**src/rtl/seg7_updown_counter.sv**
```systemverilog
`default_nettype none
// +----------------------------------------------------------------------------+
// | Module      : seg7_updown_counter                                          |
// | Description : Two-digit BCD up/down counter (00..99, saturating) with a     |
// |               tick prescaler, terminal-count pulse and a 2-digit           |
// |               multiplexed active-low 7-segment display driver.             |
// |               Optional macro SEG7_LEADING_ZERO_BLANK_EN blanks a zero tens  |
// |               digit on the display.                                        |
// | Revision    : 1.0 - initial release                                        |
// +----------------------------------------------------------------------------+
module seg7_updown_counter #(
    parameter int TICK_DIV = 50000000,
    parameter int SCAN_DIV = 50000
) (
    input  logic       clk,
    input  logic       reset,
    input  logic       enable,
    input  logic       forward,
    output logic       finish,
    output logic [7:0] count_bcd,
    output logic [6:0] seg,
    output logic [1:0] an
);

    localparam int PW = (TICK_DIV > 1) ? $clog2(TICK_DIV) : 1;
    localparam int SW = (SCAN_DIV > 1) ? $clog2(SCAN_DIV) : 1;
    localparam logic [PW-1:0] C_PRESC_MAX = PW'(TICK_DIV - 1);
    localparam logic [SW-1:0] C_SCAN_MAX  = SW'(SCAN_DIV - 1);

    logic [PW-1:0] presc_q, presc_d;
    logic [SW-1:0] scan_q, scan_d;
    logic [3:0]    units_q, units_d;
    logic [3:0]    tens_q, tens_d;
    logic          finish_q, finish_d;
    logic          sel_q, sel_d;
    logic          run_q, run_d;

    logic          w_tick;
    logic          w_up_ok;
    logic          w_dn_ok;
    logic [3:0]    w_digit;
    logic [6:0]    w_pattern;

    always_comb begin
        w_tick   = enable && (presc_q == C_PRESC_MAX);
        w_up_ok  = forward && !((tens_q == 4'd9) && (units_q == 4'd9));
        w_dn_ok  = !forward && !((tens_q == 4'd0) && (units_q == 4'd0));

        // A dropped enable discards the partial period so the next run restarts cleanly
        presc_d  = '0;
        if (enable && !w_tick) begin
            presc_d = presc_q + PW'(1);
        end

        units_d  = units_q;
        tens_d   = tens_q;
        finish_d = 1'b0;
        if (w_tick && w_up_ok) begin
            if (units_q == 4'd9) begin
                units_d = 4'd0;
                tens_d  = tens_q + 4'd1;
            end else begin
                units_d = units_q + 4'd1;
            end
            finish_d = (tens_d == 4'd9) && (units_d == 4'd9);
        end else if (w_tick && w_dn_ok) begin
            if (units_q == 4'd0) begin
                units_d = 4'd9;
                tens_d  = tens_q - 4'd1;
            end else begin
                units_d = units_q - 4'd1;
            end
            finish_d = (tens_d == 4'd0) && (units_d == 4'd0);
        end

        // Scan counter waits one cycle after reset so the units slot gets its full length
        run_d  = 1'b1;
        scan_d = scan_q;
        sel_d  = sel_q;
        if (run_q) begin
            if (scan_q == C_SCAN_MAX) begin
                scan_d = '0;
                sel_d  = !sel_q;
            end else begin
                scan_d = scan_q + SW'(1);
            end
        end
    end

    always_ff @(posedge clk) begin
        if (reset) begin
            presc_q  <= '0;
            scan_q   <= '0;
            units_q  <= 4'd0;
            tens_q   <= 4'd0;
            finish_q <= 1'b0;
            sel_q    <= 1'b0;
            run_q    <= 1'b0;
        end else begin
            presc_q  <= presc_d;
            scan_q   <= scan_d;
            units_q  <= units_d;
            tens_q   <= tens_d;
            finish_q <= finish_d;
            sel_q    <= sel_d;
            run_q    <= run_d;
        end
    end

    always_comb begin
        w_digit = sel_q ? tens_q : units_q;
        case (w_digit)
            4'd0:    w_pattern = 7'b1000000;
            4'd1:    w_pattern = 7'b1111001;
            4'd2:    w_pattern = 7'b0100100;
            4'd3:    w_pattern = 7'b0110000;
            4'd4:    w_pattern = 7'b0011001;
            4'd5:    w_pattern = 7'b0010010;
            4'd6:    w_pattern = 7'b0000010;
            4'd7:    w_pattern = 7'b1111000;
            4'd8:    w_pattern = 7'b0000000;
            4'd9:    w_pattern = 7'b0010000;
            default: w_pattern = 7'b1111111;
        endcase
`ifdef SEG7_LEADING_ZERO_BLANK_EN
        if (sel_q && (tens_q == 4'd0)) begin
            w_pattern = 7'b1111111;
        end
`endif
        if (!run_q) begin
            an  = 2'b11;
            seg = 7'b1111111;
        end else begin
            an  = sel_q ? 2'b01 : 2'b10;
            seg = w_pattern;
        end
    end

    assign finish    = finish_q;
    assign count_bcd = {tens_q, units_q};

endmodule
`default_nettype wire

```
**config.mk**
```make
export PLATFORM = sky130hd
export DESIGN_NAME = seg7_updown_counter
export DESIGN_NICKNAME = d
export VERILOG_FILES = /design/src/rtl/seg7_updown_counter.sv
export SDC_FILE = /design/constraint.sdc
export NUM_CORES = 1
export LEC_CHECK = 0
export CAP_MARGIN = 20
export CORE_UTILIZATION = 40
export CTS_BUF_LIST = sky130_fd_sc_hd__clkbuf_2
export DETAILED_ROUTE_END_ITERATION = 16
export PLACE_DENSITY = 0.66
export SETUP_SLACK_MARGIN = 0.05
export SLEW_MARGIN = 10
export SYNTH_ARGS = -nofsm -noshare
export SYNTH_HDL_FRONTEND = slang
export SYNTH_SLANG_ARGS = --single-unit
export TNS_END_PERCENT = 1
```
**constraint.sdc**
```tcl
create_clock -name clk -period 2.1 [get_ports clk]
set_input_delay 0.21 -clock clk [delete_from_list [all_inputs] [get_ports clk]]
set_output_delay 0.21 -clock clk [all_outputs]
set_load 0.005 [all_outputs]
```
==> flow_summary.ini <==
[sta]
skew_ns = 0.0236
fin_ws_ns = -0.0858
period_needed_ns = 2.19
slew_headroom_pct = 71.3
hold_violations = 0
rsz0062_at_grt = true
max_freq_mhz = 458
tightest_slew_ns = 0.430
finalCritPeriodShare_pct = 104
report.final.slew_viol_count = 0
setup_viol = 6
hold_ws_ns = 0.449

[status]
violations = negative setup slack
outcome = finished, violations left

[worst_setup_path]
cp_data_required_time_ns = 1.89
startpoint_type = register
endpoint = seg[0]
critPathMaxStageDelay_ns = 0.43
rrSetupSlack_ns = 0.19
worstReg2RegEnd = units_q[1]$_SDFFE_PP0P_
crit_chain = buf_6 > mux2i_2 > inv_1 > buf_6 > ha_4 > mux2i_1 > nand2_1 > o21ai_1 > nand2_1 > buf_2
endpoint_kind = primary output
startpoint = sel_q$_SDFFE_PP0P_
cp_max_fo = 3
rr_startpoint = presc_q[0]$_SDFF_PP0_
crit_type = reg -> out
slowest_stage = dfxtp_4
cp.arrival_ns = 1.98
reg2reg_depth = 6

[yosys]
synth-edff-count = 0
async_flop_share_pct = 0
synth_ff_type = dfxtp_1
ys_seq_area_share_pct = 34.5
synth_nets = 386
synthTopCellsByArea = dfxtp_1 35%, xnor2_1 8.3%, nor2_1 7.1%, ha_1 4.5%, xor2_1 4.0%
syn_inst = 371
ys_ff_latch = 53
synth_area_leader_cell = dfxtp_1
synth_warnings = 0
avgSynthCellArea_sq_um = 8.28
synth_cell_types = 55
synth_top_area_share_pct = 34.5
netlist_area_sq_um = 3070

[global_routing]
grt_max_degree = 27
overflow = 0
antenna_found_initial = 0
grt_usage_pct = 17.2
grt_pass1_vias = 2482
grt_pass1_wl_um = 10900

[route]
drc = 0
via_per_inst = 5.18
drt_pass1_iterations = 6
first_iter_violations = 72
via_count = 2689
ant_nets = 0
drt-total-wl_um = 6380
detail_route.wl_per_cell_um = 12.3

[pwr]
p_per_area_nw_per_um2 = 406
leakage_nw = 1.29
irDropWorstVdd_mv = 0.294

[clocking]
clock_path_buffers = 2
cts.sinks = 53
clock-root-buffer = clkbuf_2
cts_buffers = 5
cts_tree = yes
clkTransAtPathRegs_ns = 0.26
clk_latency_ns = 0.41
cts_htree_levels = 2

[floorplanning]
fp.dieArea_sq_um = 8030
num_rows = 31
core_region_area_sq_um = 7330
die_y_um = 89.6
floorplan.initialDensity_pct = 41.9
io_pins = 22
die_x_um = 89.6

[layout]
diodes = 0
stdcell_area_sq_um = 3680
mostFrequentLayoutCells = 58 x nor2_1, 46 x dfxtp_1, 31 x nand2_1
syn_to_final_growth_pct = 19.9
final_cells = 519
final_util_pct = 50.2
layout_commonest_cell = nor2_1
nets = 434
drive_above_1_share_pct = 19.8

[place]
place_area_sq_um = 3520
dp.final_hpwl_um = 4690
io_buffers = 21
placed_cells = 505
gp_congestion = 0.814

[worst_hold_path]
hp-class = reg -> reg

[run]
max_cap_viol_count = 0
## cell families (layout without fill, tap and decap cells)
kind of cell | after synthesis | in the layout | synth area share (%)
buffers and inverters | 29 | 78 | 5.09
DFF | 53 | 53 | 34.5
xor gates and xnor gates | 43 | 43 | 12.3
adders and majority gates | 11 | 11 | 4.48
and+or+nand+nor | 180 | 180 | 31.6
AOI/OAI and AO/OA | 49 | 49 | 10.1
muxes | 6 | 6 | 2.00
## registers in the layout (all words and copies together), names as in the netlist
name     cells
units_q      4
run_q        1
sel_q        1
finish       1
tens_q       4
presc_q     26
scan_q      16
## report_power, final
part	internal, mW	switching, mW
combinational	0.0342	0.0466
clock	0.0920	0.301
sequential	1.01	0.00592
## routing by layer
metal | vias up | wire, um | track usage, %
met5 | - | 0 | 0
met4 | 0 | 42 | 5.05
met1 | 1245 | 3100 | 21.7
li1 | 1397 | - | -
met3 | 4 | 164 | 2.74
met2 | 43 | 3080 | 30.2
## worst min-delay path by stage
| stage | depth (start not counted) | slack (ns) | startpoint | endpoint |
|---|---|---|---|---|
| 4_1_cts | 2 | 0.47 | reset | run_q$_DFF_P_ |
| 2_1_floorplan | 2 | 0.42 | reset | tens_q[3]$_SDFFE_PP0P_ |
| 3_5_place_dp | 1 | 0.45 | presc_q[0]$_SDFF_PP0_ | presc_q[0]$_SDFF_PP0_ |
| 3_3_place_gp | 1 | 0.44 | presc_q[0]$_SDFF_PP0_ | presc_q[0]$_SDFF_PP0_ |
| 5_1_grt | 2 | 0.44 | reset | run_q$_DFF_P_ |
| 6_report | 1 | 0.45 | presc_q[0]$_SDFF_PP0_ | presc_q[0]$_SDFF_PP0_ |
## metrics by stage
stage / setup TNS, ns / worst slack [ns] / total power [mW]
2_1_floorplan: 0 / 0.0977 / 1.09
3_3_place_gp: 0 / 0.0473 / 1.12
3_5_place_dp: -0.0337 / -0.0337 / 1.13
4_1_cts: -0.494 / -0.121 / 1.53
5_1_grt: -1.37 / -0.244 / 1.57
6_report: -0.364 / -0.0858 / 1.49
## Yosys cell counts (3+ instances only)
cell / n
nor2_1: 58
dfxtp_1: 53
nand2_1: 32
xnor2_1: 29
a21oi_1: 16
inv_1: 16
nand4_1: 16
nand3_1: 15
o21ai_0: 14
xor2_1: 14
nor4_1: 13
ha_1: 11
nor3_1: 9
and3_1: 5
clkbuf_1: 5
mux2i_1: 5
and4_1: 4
nor3b_1: 4
o21a_1: 4
clkbuf_8: 3
or2_2: 3
## final cells by class
| class | count | area [sq um] |
|---|---|---|
| fillers | 693 | 3650 |
| clock inverters | 1 | 7.51 |
| well taps | 99 | 124 |
| multi-input cells | 289 | 1930 |
| repair buffers | 54 | 449 |
| clock buffers | 7 | 35.0 |
| flip-flops and latches | 53 | 1070 |
| inverters | 16 | 60.1 |
## worst max-delay path: cells and delay by family, from the launching register on
| family | cells | cell delay, ns |
|---|---|---|
| adder cells (fa/ha/maj) | 1 | 0.13 |
| AND/OR/NAND/NOR | 2 | 0.14 |
| multiplexers | 2 | 0.34 |
| AO/OA/AOI/OAI | 1 | 0.08 |
| flip-flops | 1 | 0.43 |
| buffers and inverters | 4 | 0.45 |
## what timing repair did
item,CTS,global route
hold buffers,0,0
buffers inserted,6,0
setup endpoints to repair,7,15
gates resized for setup,47,13
pin swaps,5,3
No activity file was read; power rests on OpenSTA's default activity.
